`src/rtl/sram_arb_pkg.sv`:
```
// Shared types and helpers for the I/D SRAM port arbiter.
// Access sizes, arbiter states and byte-lane/error decoding.
package sram_arb_pkg;

  typedef enum logic [1:0] {
    SZ_B   = 2'b00,
    SZ_H   = 2'b01,
    SZ_W   = 2'b10,
    SZ_RSV = 2'b11
  } size_e;

  typedef enum logic {
    D_PRIO  = 1'b0,
    I_FORCE = 1'b1
  } arb_state_e;

  function automatic logic [3:0] byte_en(size_e sz);
    logic [3:0] be;
    be = 4'b0000;
    unique case (1'b1)
      sz == SZ_B: be = 4'b0001;
      sz == SZ_H: be = 4'b0011;
      sz == SZ_W: be = 4'b1111;
      default:    be = 4'b0000;
    endcase
    return be;
  endfunction

  function automatic logic access_err(size_e sz, logic [1:0] lo);
    logic err;
    err = 1'b0;
    unique case (1'b1)
      sz == SZ_H:   err = lo[0];
      sz == SZ_W:   err = |lo;
      sz == SZ_RSV: err = 1'b1;
      default:      err = 1'b0;
    endcase
    return err;
  endfunction

endpackage

```
`src/rtl/sram_load_ext.sv`:
```
// Load-data extension: picks the low byte/half of the SRAM word
// and sign- or zero-extends it to 32 bits.
module sram_load_ext
  import sram_arb_pkg::*;
(
  input  logic [31:0] raw,
  input  size_e       size,
  input  logic        uns,
  output logic [31:0] data
);

  always_comb begin
    data = raw;
    unique case (1'b1)
      size == SZ_B: data = {{24{~uns & raw[7]}}, raw[7:0]};
      size == SZ_H: data = {{16{~uns & raw[15]}}, raw[15:0]};
      default:      data = raw;
    endcase
  end

endmodule

```
`src/rtl/sram_port_arbiter.sv`:
```
// Single-port SRAM shared by fetch (I) and load/store (D).
// D has priority; I is forced through after STARVE_MAX contested D grants.
module sram_port_arbiter
  import sram_arb_pkg::*;
#(
  parameter int ADDR_W     = 16,
  parameter int STARVE_MAX = 4
) (
  input  logic              clk,
  input  logic              rst_n,
  input  logic              i_req,
  input  logic [ADDR_W-1:0] i_addr,
  output logic              i_gnt,
  output logic              i_rvalid,
  output logic [31:0]       i_rdata,
  input  logic              d_req,
  input  logic              d_we,
  input  logic [ADDR_W-1:0] d_addr,
  input  logic [1:0]        d_size,
  input  logic              d_unsigned,
  input  logic [31:0]       d_wdata,
  output logic              d_gnt,
  output logic              d_rvalid,
  output logic [31:0]       d_rdata,
  output logic              d_err,
  output logic [ADDR_W-1:0] sram_addr,
  output logic [3:0]        sram_w_en,
  output logic [31:0]       sram_wdata,
  input  logic [31:0]       sram_rdata
);

  arb_state_e        state;
  arb_state_e        state_nxt;
  logic [3:0]        starve_cnt;
  logic [3:0]        cnt_nxt;
  size_e             d_sz;
  logic              d_bad;
  logic [ADDR_W-1:0] i_addr_al;
  logic [31:0]       ld_data;

  assign d_sz      = size_e'(d_size);
  assign d_bad     = access_err(d_sz, d_addr[1:0]);
  assign i_addr_al = i_addr & ~ADDR_W'(3);

  sram_load_ext u_ext (
    .raw  (sram_rdata),
    .size (d_sz),
    .uns  (d_unsigned),
    .data (ld_data)
  );

  always_ff @(posedge clk or negedge rst_n) begin
    if (!rst_n) begin
      state      <= D_PRIO;
      starve_cnt <= '0;
    end else begin
      state      <= state_nxt;
      starve_cnt <= cnt_nxt;
    end
  end

  // grants are gated by reset so nothing reaches the SRAM in reset
  always_comb begin
    i_gnt = 1'b0;
    d_gnt = 1'b0;
    if (rst_n) begin
      unique case (state)
        D_PRIO: begin
          d_gnt = d_req;
          i_gnt = i_req & ~d_req;
        end
        I_FORCE: begin
          i_gnt = i_req;
          d_gnt = d_req & ~i_req;
        end
        default: begin
          i_gnt = 1'b0;
          d_gnt = 1'b0;
        end
      endcase
    end
  end

  always_comb begin
    cnt_nxt   = starve_cnt;
    state_nxt = D_PRIO;
    if (i_gnt || !i_req) cnt_nxt = '0;
    else if (d_gnt)      cnt_nxt = starve_cnt + 4'd1;
    if (state == D_PRIO && cnt_nxt == 4'(STARVE_MAX))
      state_nxt = I_FORCE;
  end

  always_comb begin
    sram_addr  = d_gnt ? d_addr : i_addr_al;
    sram_wdata = d_wdata;
    sram_w_en  = 4'b0000;
    if (d_gnt && d_we && !d_bad) sram_w_en = byte_en(d_sz);
  end

  always_ff @(posedge clk or negedge rst_n) begin
    if (!rst_n) begin
      i_rvalid <= 1'b0;
      d_rvalid <= 1'b0;
      d_err    <= 1'b0;
      i_rdata  <= '0;
      d_rdata  <= '0;
    end else begin
      i_rvalid <= i_gnt;
      d_rvalid <= d_gnt;
      d_err    <= d_gnt & d_bad;
      if (i_gnt) i_rdata <= sram_rdata;
      if (d_gnt) d_rdata <= (d_we || d_bad) ? '0 : ld_data;
    end
  end

endmodule
```
`config.mk`:
```
export PLATFORM = sky130hd
export DESIGN_NAME = sram_port_arbiter
export DESIGN_NICKNAME = d
export VERILOG_FILES = /design/src/rtl/sram_arb_pkg.sv /design/src/rtl/sram_load_ext.sv /design/src/rtl/sram_port_arbiter.sv
export SDC_FILE = /design/constraint.sdc
export NUM_CORES = 1
export LEC_CHECK = 0
export CAP_MARGIN = 20
export CORE_UTILIZATION = 39
export DETAILED_ROUTE_END_ITERATION = 6
export PLACE_DENSITY = 0.86
export SYNTH_ARGS = -nofsm -noshare
export SYNTH_HDL_FRONTEND = slang
export SYNTH_SLANG_ARGS = --single-unit
export TNS_END_PERCENT = 20
```
`constraint.sdc`:
```
create_clock -name clk -period 2.65 [get_ports clk]
set_clock_uncertainty 0.15 [all_clocks]
set_input_delay 0.3975 -clock clk [delete_from_list [all_inputs] [get_ports clk]]
set_output_delay 0.3975 -clock clk [all_outputs]
set_load 0.03 [all_outputs]
```
==> metrics.md <==
| Metric | Value |
|---|---|
| Fillers | `691` |
| # diodes | `0` |
| DIE HEIGHT | `95.67 µm` |
| Hpwl dp | `7041 µm` |
| Worst-Skew Late Latency | `0.35 ns` |
| Yosys cell types | `38` |
| Pwr/cell area | `661.2 nW/µm²` |
| Via-per-instance ratio | `5.024` |
| Most common library cell in the layout ignoring fill and taps | `clkdlybuf4s50_1` |
| CP peak stage delay | `0.44 ns` |
| Area of the multi-input gates | `1284 µm²` |
| I/O pin count | `225` |
| Psw | `1122 µW` |
| RSZ-0062 raised after global routing | `no` |
| Pin count of the biggest net entering global routing | `62` |
| Switching share of total power | `32.94%` |
| Commonest cells after routing, fill and taps aside | `clkdlybuf4s50_1 (134), dfrtp_1 (72), nand2_1 (71), mux2_2 (32), buf_4 (32)` |
| Slowest cell on crit path | `clkdlybuf4s50_1` |
| Number of synthesized flops with an enable pin | `0` |
| Worst r2r dst | `d_rdata[18]` |
| CTS Buffer Depth | `2` |
| Area of the die | `9153 µm²` |
| Nets | `579` |
| Critical-path cell list | `clkdlybuf4s50_1, buf_4, ha_2, nor2_1, o21ba_2, nor2_1, nor4_1, buf_4` |
| Total track usage | `21.31%` |
| Number of buffers added for setup after CTS | `0` |
| Internal power | `2285 µW` |
| Tightest Pin Transition | `0.7703 ns` |
| Routed WL | `9589 µm` |
| Reg2reg setup slack | `0.84 ns` |
| Reg clk slew, reported paths | `0.08 ns` |
| Synthesized Nets | `445` |
| Maxcap violations | `0` |
| Clock period minus worst slack | `2.549 ns` |
| Final hold violation count | `0` |
| Asr flop ratio synth | `100.0%` |
| Sequential Area | `1802 µm²` |
| Arr. time, crit path | `2.00 ns` |
| Worst Setup Path Type | `in2out` |
| Area of the mapped netlist | `3422 µm²` |
| Setup_tns | `0 ns` |
| Status | `finished, final reports clean` |
| Pre-Repair DR Iteration Count | `4` |
| Setup violators final | `0` |
| Sequential fraction of the synthesis area | `52.65%` |
| Port bufs | `158` |
| Reg power frac | `38.7%` |
| Setup crit start kind | `input port` |
| Total chip power | `3408 µW` |
| First-pass GRT wire length | `14480 µm` |
| Core area | `8341 µm²` |
| Initial Util | `41.03%` |
| Worst reg2reg path depth | `6` |
| Hold crit path type | `in2async` |
| Antenna violations before repair | `0` |
| Post-Synthesis Cells | `334` |
| Routed length per placed instance | `16.59 µm` |
| Req. time, crit path | `2.10 ns` |
| CP Capture Type | `primary output` |
| Synthesis Warnings | `0` |
| Initial DRC Count | `88` |
| Post-route ant nets | `0` |
| Slew Limit Fails | `0` |
| Number of global-route vias before repair | `2897` |
| Core Rows | `33` |
| Tcrit/Tclk final | `96.20%` |
| Clock sink total | `72` |
| Fmax | `392.3 MHz` |
| Maximum vdd drop | `473.9 µV` |
| Primary FF master, synth | `dfrtp_1` |
| Share of cells above drive strength 1 | `19.87%` |
| Inserted Clock Buffers | `9` |
| CTS tree | `done` |
| Clock share of power | `29.3%` |
| Avg Cell Area, Syn | `10.25 µm²` |
| Final GP Congestion | `0.7384` |
| H-tree depth | `3` |
| #FFs+latches synth | `72` |
| CP max FO | `4` |
| Clk root buf | `clkbuf_8` |
| LEAKAGE | `0.002352 µW` |
| Worst R2R Start | `state` |
| Worst Setup SP | `d_size[0]` |
| Combinational share of power | `32.0%` |
| Gr ovfl total | `0` |
| Via count | `2904` |
| Die X | `95.67 µm` |
| Slew Limit Headroom | `48.64%` |
| DRC viols | `0` |
| Area growth, synth to finish | `50.60%` |
==> per-stage QoR <==
stage | worst slack (ns) | area, µm² | util [%] | hold WS [ns] | std cells
5_1_grt | 0.001922 | 5154 | 61.79 | 0.2645 | 578
3_5_place_dp | 0.06717 | 4906 | 58.82 | 0.1326 | 561
6_report | 0.1007 | 5154 | 61.79 | 0.1875 | 578
2_1_floorplan | 0.1559 | 3422 | - | -0.04809 | 334
3_3_place_gp | 0.1378 | 4906 | 58.82 | 0.1266 | 561
4_1_cts | 0.07680 | 5142 | 61.66 | 0.2192 | 578
==> worst max-delay path, delay by kind of cell <==
kind                       cells  cell delay, ns
AOI/OAI and AO/OA              1            0.14
adders and majority gates      1            0.20
buffers and inverters          3            0.81
and+or+nand+nor                3            0.45
==> routing by layer <==
| metal | share of wire, % | wire (µm) | track usage, % | vias up |
|---|---|---|---|---|
| met3 | 9.0 | 867 | 6.380 | 22 |
| met2 | 52 | 5017 | 38.99 | 148 |
| met5 | 0 | 0 | 0 | - |
| met1 | 36 | 3470 | 22.82 | 1387 |
| li1 | - | - | - | 1347 |
| met4 | 2.4 | 233 | 8.458 | 0 |
==> synthesized netlist by cell type, types with 2 or more instances <==
library cell / number / share of area (%)
dfrtp_1: 72 / 53
nand2_1: 71 / 7.8
buf_4: 33 / 7.2
mux2_2: 32 / 11
nor2_1: 21 / 2.3
o21ai_0: 21 / 3.1
a21oi_1: 10 / 1.5
a22o_1: 8 / 2.0
buf_2: 7 / 1.0
clkbuf_1: 7 / 0.77
ha_1: 7 / 2.6
inv_1: 6 / 0.66
nand3_1: 4 / 0.59
o21ai_1: 4 / 0.59
and2_1: 3 / 0.55
nand2b_1: 3 / 0.55
nand3b_1: 2 / 0.44
nor2b_1: 2 / 0.37
nor3b_1: 2 / 0.44
==> worst max-delay path by stage <==
stage / endpoint / slack [ns]
2_1_floorplan: sram_w_en[0] / 0.16
3_3_place_gp: sram_w_en[0] / 0.14
3_5_place_dp: sram_w_en[0] / 0.07
4_1_cts: sram_w_en[0] / 0.08
5_1_grt: sram_w_en[0] / 0.002
6_report: sram_w_en[0] / 0.10
==> power groups by stage <==
stage	registers (µW)	logic, µW	clock network [µW]
floorplan	1630	344	0
global placement	1330	1080	0
detailed placement	1340	1090	0
CTS	1320	1100	1020
global route	1340	1160	1060
finish	1320	1090	997
==> layout make-up <==
class                      instances  area share (%)
tap                              105           2.549
clock inverter                     7           1.991
inverter                           7          0.5098
multi-input combinational        206           24.91
timing repair buffer             172           32.68
sequential                        72           34.96
clock buffer                       9           2.404
==> logic make-up (layout without fill, tap and decap cells) <==
family	count (synthesis)	in the layout	synth area share (%)
DFF	72	72	52.65
AOI/OAI and AO/OA	52	52	9.580
muxes	32	32	10.53
and+or+nand+nor	114	114	14.19
adders and majority gates	7	7	2.559
xor gates and xnor gates	1	1	0.2560
buffers and inverters	56	195	10.24
==> sequential cells by signal, indices dropped and copies added (netlist names) <==
name,flops
i_rdata,32
d_err,1
starve_cnt,4
d_rvalid,1
i_rvalid,1
state,1
d_rdata,32
==> what timing repair did <==
item                                   in CTS  in global routing
hold buffers                                1                  0
setup endpoints to repair                   0                  1
gates resized for setup                     0                  5
endpoints found under the hold margin      11                  0
(Power assumes the default switching activity.)
